### src/rtl/pipe_stage_buf.sv
// rtl/pipe_stage_buf.sv - Registered FIFO pipeline buffer with flush and occupancy count
module pipe_stage_buf #(
    parameter int               WIDTH  = 32,
    parameter int               DEPTH  = 2,
    parameter logic [WIDTH-1:0] BUBBLE = {WIDTH{1'b0}}
) (
    input  logic                       clk_i,
    input  logic                       rst_n,
    input  logic                       valid_i,
    input  logic [WIDTH-1:0]           data_i,
    output logic                       ready_o,
    output logic                       valid_o,
    output logic [WIDTH-1:0]           data_o,
    input  logic                       ready_i,
    input  logic                       flush_i,
    output logic [$clog2(DEPTH):0]     count_o
);

    localparam int AW = $clog2(DEPTH);
    localparam int CW = AW + 1;
    localparam logic [CW-1:0] DEPTH_C = CW'(DEPTH);

    logic [WIDTH-1:0] mem_q [DEPTH];
    logic [AW-1:0]    rd_ptr_q, rd_ptr_d;
    logic [AW-1:0]    wr_ptr_q, wr_ptr_d;
    logic [CW-1:0]    count_q, count_d;
    logic             push, pop;

    // Handshakes depend only on registered occupancy, so ready_o never sees ready_i.
    assign ready_o = (count_q < DEPTH_C);
    assign valid_o = (count_q != '0);
    assign data_o  = valid_o ? mem_q[rd_ptr_q] : BUBBLE;
    assign count_o = count_q;

    assign push = valid_i & ready_o & ~flush_i;
    assign pop  = valid_o & ready_i & ~flush_i;

    always_comb begin
        rd_ptr_d = rd_ptr_q;
        wr_ptr_d = wr_ptr_q;
        count_d  = count_q;
        if (flush_i) begin
            rd_ptr_d = '0;
            wr_ptr_d = '0;
            count_d  = '0;
        end else begin
            if (push) wr_ptr_d = wr_ptr_q + AW'(1);
            if (pop)  rd_ptr_d = rd_ptr_q + AW'(1);
            case ({push, pop})
                2'b10:   count_d = count_q + CW'(1);
                2'b01:   count_d = count_q - CW'(1);
                default: count_d = count_q;
            endcase
        end
    end

    always_ff @(posedge clk_i) begin
        if (!rst_n) begin
            rd_ptr_q <= '0;
            wr_ptr_q <= '0;
            count_q  <= '0;
        end else begin
            rd_ptr_q <= rd_ptr_d;
            wr_ptr_q <= wr_ptr_d;
            count_q  <= count_d;
        end
    end

    // Payload storage is never cleared; emptiness is tracked solely by count_q.
    always_ff @(posedge clk_i) begin
        if (rst_n && push) begin
            mem_q[wr_ptr_q] <= data_i;
        end
    end

endmodule
### config.mk
export PLATFORM = sky130hd
export DESIGN_NAME = pipe_stage_buf
export DESIGN_NICKNAME = d
export VERILOG_FILES = /design/src/rtl/pipe_stage_buf.sv
export SDC_FILE = /design/constraint.sdc
export NUM_CORES = 1
export LEC_CHECK = 0
export ABC_AREA = 1
export CORE_UTILIZATION = 30
export CTS_CLUSTER_DIAMETER = 50
export DETAILED_ROUTE_END_ITERATION = 8
export PLACE_DENSITY_LB_ADDON = 0.08
export SLEW_MARGIN = 20
export SYNTH_ARGS = -nofsm -noshare
export SYNTH_HDL_FRONTEND = slang
export SYNTH_SLANG_ARGS = --single-unit
export TNS_END_PERCENT = 100
### constraint.sdc
create_clock -name clk_i -period 4.3 [get_ports clk_i]
set_input_delay 1.075 -clock clk_i [delete_from_list [all_inputs] [get_ports clk_i]]
set_output_delay 1.075 -clock clk_i [all_outputs]
set_load 0.005 [all_outputs]
# == Yosys cells after proc, flatten, opt, wreduce, memory -nomap -nowiden ==
# Memories as Yosys holds them, arrays and structs flattened. A register that Yosys moved wholly into a read port is not among the register bits.
# Index checks and enable logic that the tools add are counted.
# op_classes
order_cmp,1
n_eq_ne,2
n_reduce_logical,4
n_bitwise,6
mux,6
addsub,4
# ops
operator,count
two-way mux 32 bit,1
bitwise AND 1 bit,4
two-way mux 1 bit,4
one-hot mux 2 bit (2 select lines),1
nonzero test 2 bit,2
adder 1 bit (second input constant),2
adder 2 x 1 -> 2 bit (second input constant),1
equality test 2 x 1 -> 1 bit (second input constant),1
equality test 2 bit (second input constant),1
< comparator 2 bit (second input constant),1
inverter 1 bit,2
OR reduction 2 bit,1
subtractor 2 x 1 -> 2 bit (second input constant),1
logical AND 1 bit,1
# word_totals
word_cells,27
mem_bits_rw,64
n_memories,1
reg_bits,4
# mem_list
name,depth,width,rd,rd_clocked_by_memory_dff,wr,line,text
mem_q,2,32,1,1,1,23,logic [WIDTH-1:0] mem_q [DEPTH];

# == Longest topological paths before layout ==
# depth
depth_word,6
mapped_depth,10
ltp_nobuf,10

# == Worst setup path after synthesis ==
# OpenSTA, ideal clock, no wires.
# synth_path
kind,input to register
from,input flush_i
to,memory mem_q[0][0] (enable)
required_time_ns,3.839
setup_slack_ns,0.386
path_stages,3
arrival_time_ns,3.452
n_path_buf,0
setup_time_ns,0.461
path_cell_list,inv_1 -> nand3_2 -> nor3_1
# synth_between
elab_chain_cells,5
# synth_lines
element,line,text
start: declaration,15,"input logic flush_i,"
inverter 1 bit,35,assign push = valid_i & ready_o & ~flush_i;
bitwise AND 1 bit,35,
logical AND 1 bit,71,if (rst_n && push) begin
two-way mux 1 bit,71,
two-way mux 1 bit (implied by the code),72,mem_q[wr_ptr_q] <= data_i;
end: declaration,23,
# Every way passes these cells.

==> impl_summary.txt <==
----------------------------------------------------
[Floorplanning]
  X dimension of the die ... between 90 and 100 µm
  Floorplan row count ... 33
  Starting utilization of the core area ... a little under a third
  Height of the chip ... between 90 and 100 µm
  Number of I/O pins ... 73
  Area of the die ... about 9000 µm²
  Core outline area ... 8380 µm²

[Yosys]
  Netlist area before placement ... approximately 2700 µm²
  EDFF count, synth ... 64
  Warning count from the yosys run ... 0
  Most used flip-flop cell after synthesis ... sky130_fd_sc_hd__edfxtp_1
  Syn_nets ... ~250
  Post-synth cell types ... 18
  Gate count of the mapped netlist ... 211
  Register bit count reported by yosys ... 69
  Post-synthesis async set-or-reset flop share ... 0%
  Average instance area after synthesis ... 12.6 µm²
  Proportion of synthesized chip area in sequential cells ... between 70% and 80%

[STA]
  Final sum of negative setup slack ... 0 ns
  Number of endpoints failing setup at the final stage ... 0
  Final hold violation count ... 0
  Final hold slack ... 0.511 ns
  Actual transition at the worst max-transition pin ... 0.859 ns
  Worst rel slew slack ... 42.6%
  RSZ-0062 raised after global routing ... no
  Highest clock rate ... slightly above 300 MHz
  Final period demand of the worst path ... 3.27 ns
  Number of max-slew violations in the final report ... 0
  Share of the cycle needed by the critical path after routing ... about three quarters
  Minimum setup slack in the final design ... 1.03 ns
  Fin Clk Skew ... about 0.0049 ns

[Placement]
  Worst setup timing slack at the placement stage ... around 1.3 ns
  Last weighted congestion value of the routability-driven placer ... ~0.67
  Inst Count DP ... about 380
  HPWL after detailed placement ... roughly 3300 µm
  IO buf count ... approximately 70

[Clocking]
  Master cell of the clock root buffer ... sky130_fd_sc_hd__clkbuf_8
  CTS clock-pin slew for the worst setup and hold paths ... around 0.070 ns
  Resized Gates After CTS ... 0
  Maximum level of the CTS H-tree ... 3
  Clock tree from TritonCTS ... done
  Largest buffer count on any clock path ... 2
  Number of buffers added for setup after CTS ... 0
  Post-CTS Hold Fix Bufs ... 0
  Clock buffers created by TritonCTS ... 9
  Clock sink count ... just under 70
  Worst-Skew Late Latency ... 0.33 ns

[Setup path]
  CP required ... between 3 and 4 ns
  Startpoint-to-endpoint class of the critical path ... reg2out
  Worst r2r src ... count_o[0]
  CP Data Arrival Time ... between 2 and 2.5 ns
  Element type at the critical path end ... output pin
  Highest fanout seen on the critical path ... 32
  Type of origin of the critical path ... flop

[Flow run]
  Reported max-cap violation count ... 0

[Global routing]
  All-Layer GR Usage ... between 10% and 20%
  Total congestion overflow after global routing ... 0
  Initial antenna violation count ... 0
  Wire length of the first global-routing pass ... between 8000 and 9000 µm
  Vias in the first global route ... roughly 1.7k
  Pin count of the biggest net entering global routing ... 34

[Status]
  Result of the run ... complete, no violations

[Final layout]
  Most frequent standard cell in the layout excluding fill and tap cells ... sky130_fd_sc_hd__clkdlybuf4s50_1
  Nets ... ~330
  Fillers ... roughly 790
  Register cell area after layout ... approximately 2000 µm²
  Top library cells by usage in the layout, fill and taps aside ... sky130_fd_sc_hd__clkdlybuf4s50_1 (72), sky130_fd_sc_hd__nand2_1 (70), sky130_fd_sc_hd__edfxtp_1 (64)
  Share of final-layout standard cells stronger than drive strength 1 ... 8.19%
  N_diodes ... 0
  Final Instance Count excl. Fillers ... 398
  Area occupied by multi-input gates ... between 500 and 600 µm²
  Layout overhead on the synthesized area ... 37.6%

[Detailed routing]
  Number of DRC violations after detailed-routing iteration 0 ... 56
  Initial DRT Pass Iterations ... 4
  Average vias per placed instance ... ~4.4
  Post-detailed-route count of antenna-violating nets ... 0
  Post-Route WL ... 5470 µm
  Mean routed wirelength per cell ... around 14 µm
  Count of unresolved DRC violations after routing ... 0
  Vias ... around 1.7k

[Pwr]
  Leakage ... ~1.3 nW
  Power density cells ... about 350 nW/µm²
  Worst-case vdd ir drop ... around 110 µV

[Min path]
  Hold path startpoint ... rd_ptr_q
  Hold/Removal Path Class ... reg2reg

----------------------------------------------------
==> power breakdown <==
| part | internal (mW) | leakage, nW | switching (mW) |
|---|---|---|---|
| sequential | 0.746 | 0.622 | 0.00401 |
| combinational | 0.0534 | 0.555 | 0.0380 |
| clock | 0.223 | 0.0824 | 0.229 |
| total | 1.02 | 1.26 | 0.271 |
==> area by class of cell <==
cell class	count	area share [%]
clock buffers	12	3.97
clock inverters	4	0.684
well taps	105	3.59
multi-input cells	123	15.1
repair buffers	76	20.5
flip-flops and latches	69	55.2
inverters	9	0.923
==> worst max-delay path, cell delays in order, from the launching register on <==
cell and delay (ns):
sky130_fd_sc_hd__dfxtp_1 0.50, sky130_fd_sc_hd__inv_2 0.54, sky130_fd_sc_hd__nand2_1 0.11, sky130_fd_sc_hd__a21oi_1 0.19, sky130_fd_sc_hd__clkdlybuf4s50_1 0.53
==> logic make-up (layout without fill, tap and decap cells) <==
| logic type | Yosys count | after routing | share of synthesized area (%) |
|---|---|---|---|
| adder cells (fa/ha/maj) | 1 | 1 | 0.470 |
| XOR/XNOR | 1 | 1 | 0.329 |
| AO/OA/AOI/OAI | 35 | 35 | 6.63 |
| buffers and inverters | 19 | 101 | 3.62 |
| flip-flops | 69 | 69 | 76.0 |
| AND/OR/NAND/NOR | 86 | 86 | 12.9 |
==> stage by stage <==
stage | total power [mW] | instance area (µm²) | util, %
final | 1.29 | 3660 | 43.7
after floorplan | 0.793 | 2660 | -
after global routing | 1.35 | 3660 | 43.7
after global placement | 0.858 | 3490 | 41.6
after CTS | 1.32 | 3660 | 43.7
after detailed placement | 0.858 | 3490 | 41.6
==> sequential cells by signal, indices dropped and copies added (netlist names), named ones only <==
name	flops
mem_q	64
wr_ptr_q	1
count_o	2
rd_ptr_q	1
==> layer usage <==
layer  up-vias  share of wire, %  GRT usage (%)
met2        53                47           20.5
li1        889                 -              -
met3         6               6.6           4.58
met4         0               1.1           5.22
met1       785                46           16.0
met5         -                 0              0
==> final timing paths <==
| check | endpoint | slack, ns | depth (start not counted) |
|---|---|---|---|
| hold reg to reg | rd_ptr_q | 0.51 | 2 |
| setup reg to reg | count_o[0] | 2.27 | 7 |
| hold / removal | rd_ptr_q | 0.51 | 2 |
| setup / recovery | data_o[0] | 1.03 | 4 |
==> synthesized netlist by cell type, types with 2 or more instances <==
cell type | number | area share [%]
sky130_fd_sc_hd__a21oi_1 | 33 | 6.2
sky130_fd_sc_hd__buf_2 | 5 | 0.94
sky130_fd_sc_hd__buf_4 | 5 | 1.4
sky130_fd_sc_hd__dfxtp_1 | 5 | 3.8
sky130_fd_sc_hd__edfxtp_1 | 64 | 72
sky130_fd_sc_hd__inv_1 | 7 | 0.99
sky130_fd_sc_hd__inv_2 | 2 | 0.28
sky130_fd_sc_hd__nand2_1 | 70 | 9.9
sky130_fd_sc_hd__nor2_1 | 9 | 1.3
sky130_fd_sc_hd__nor3_1 | 3 | 0.56
(Power assumes the default switching activity.)
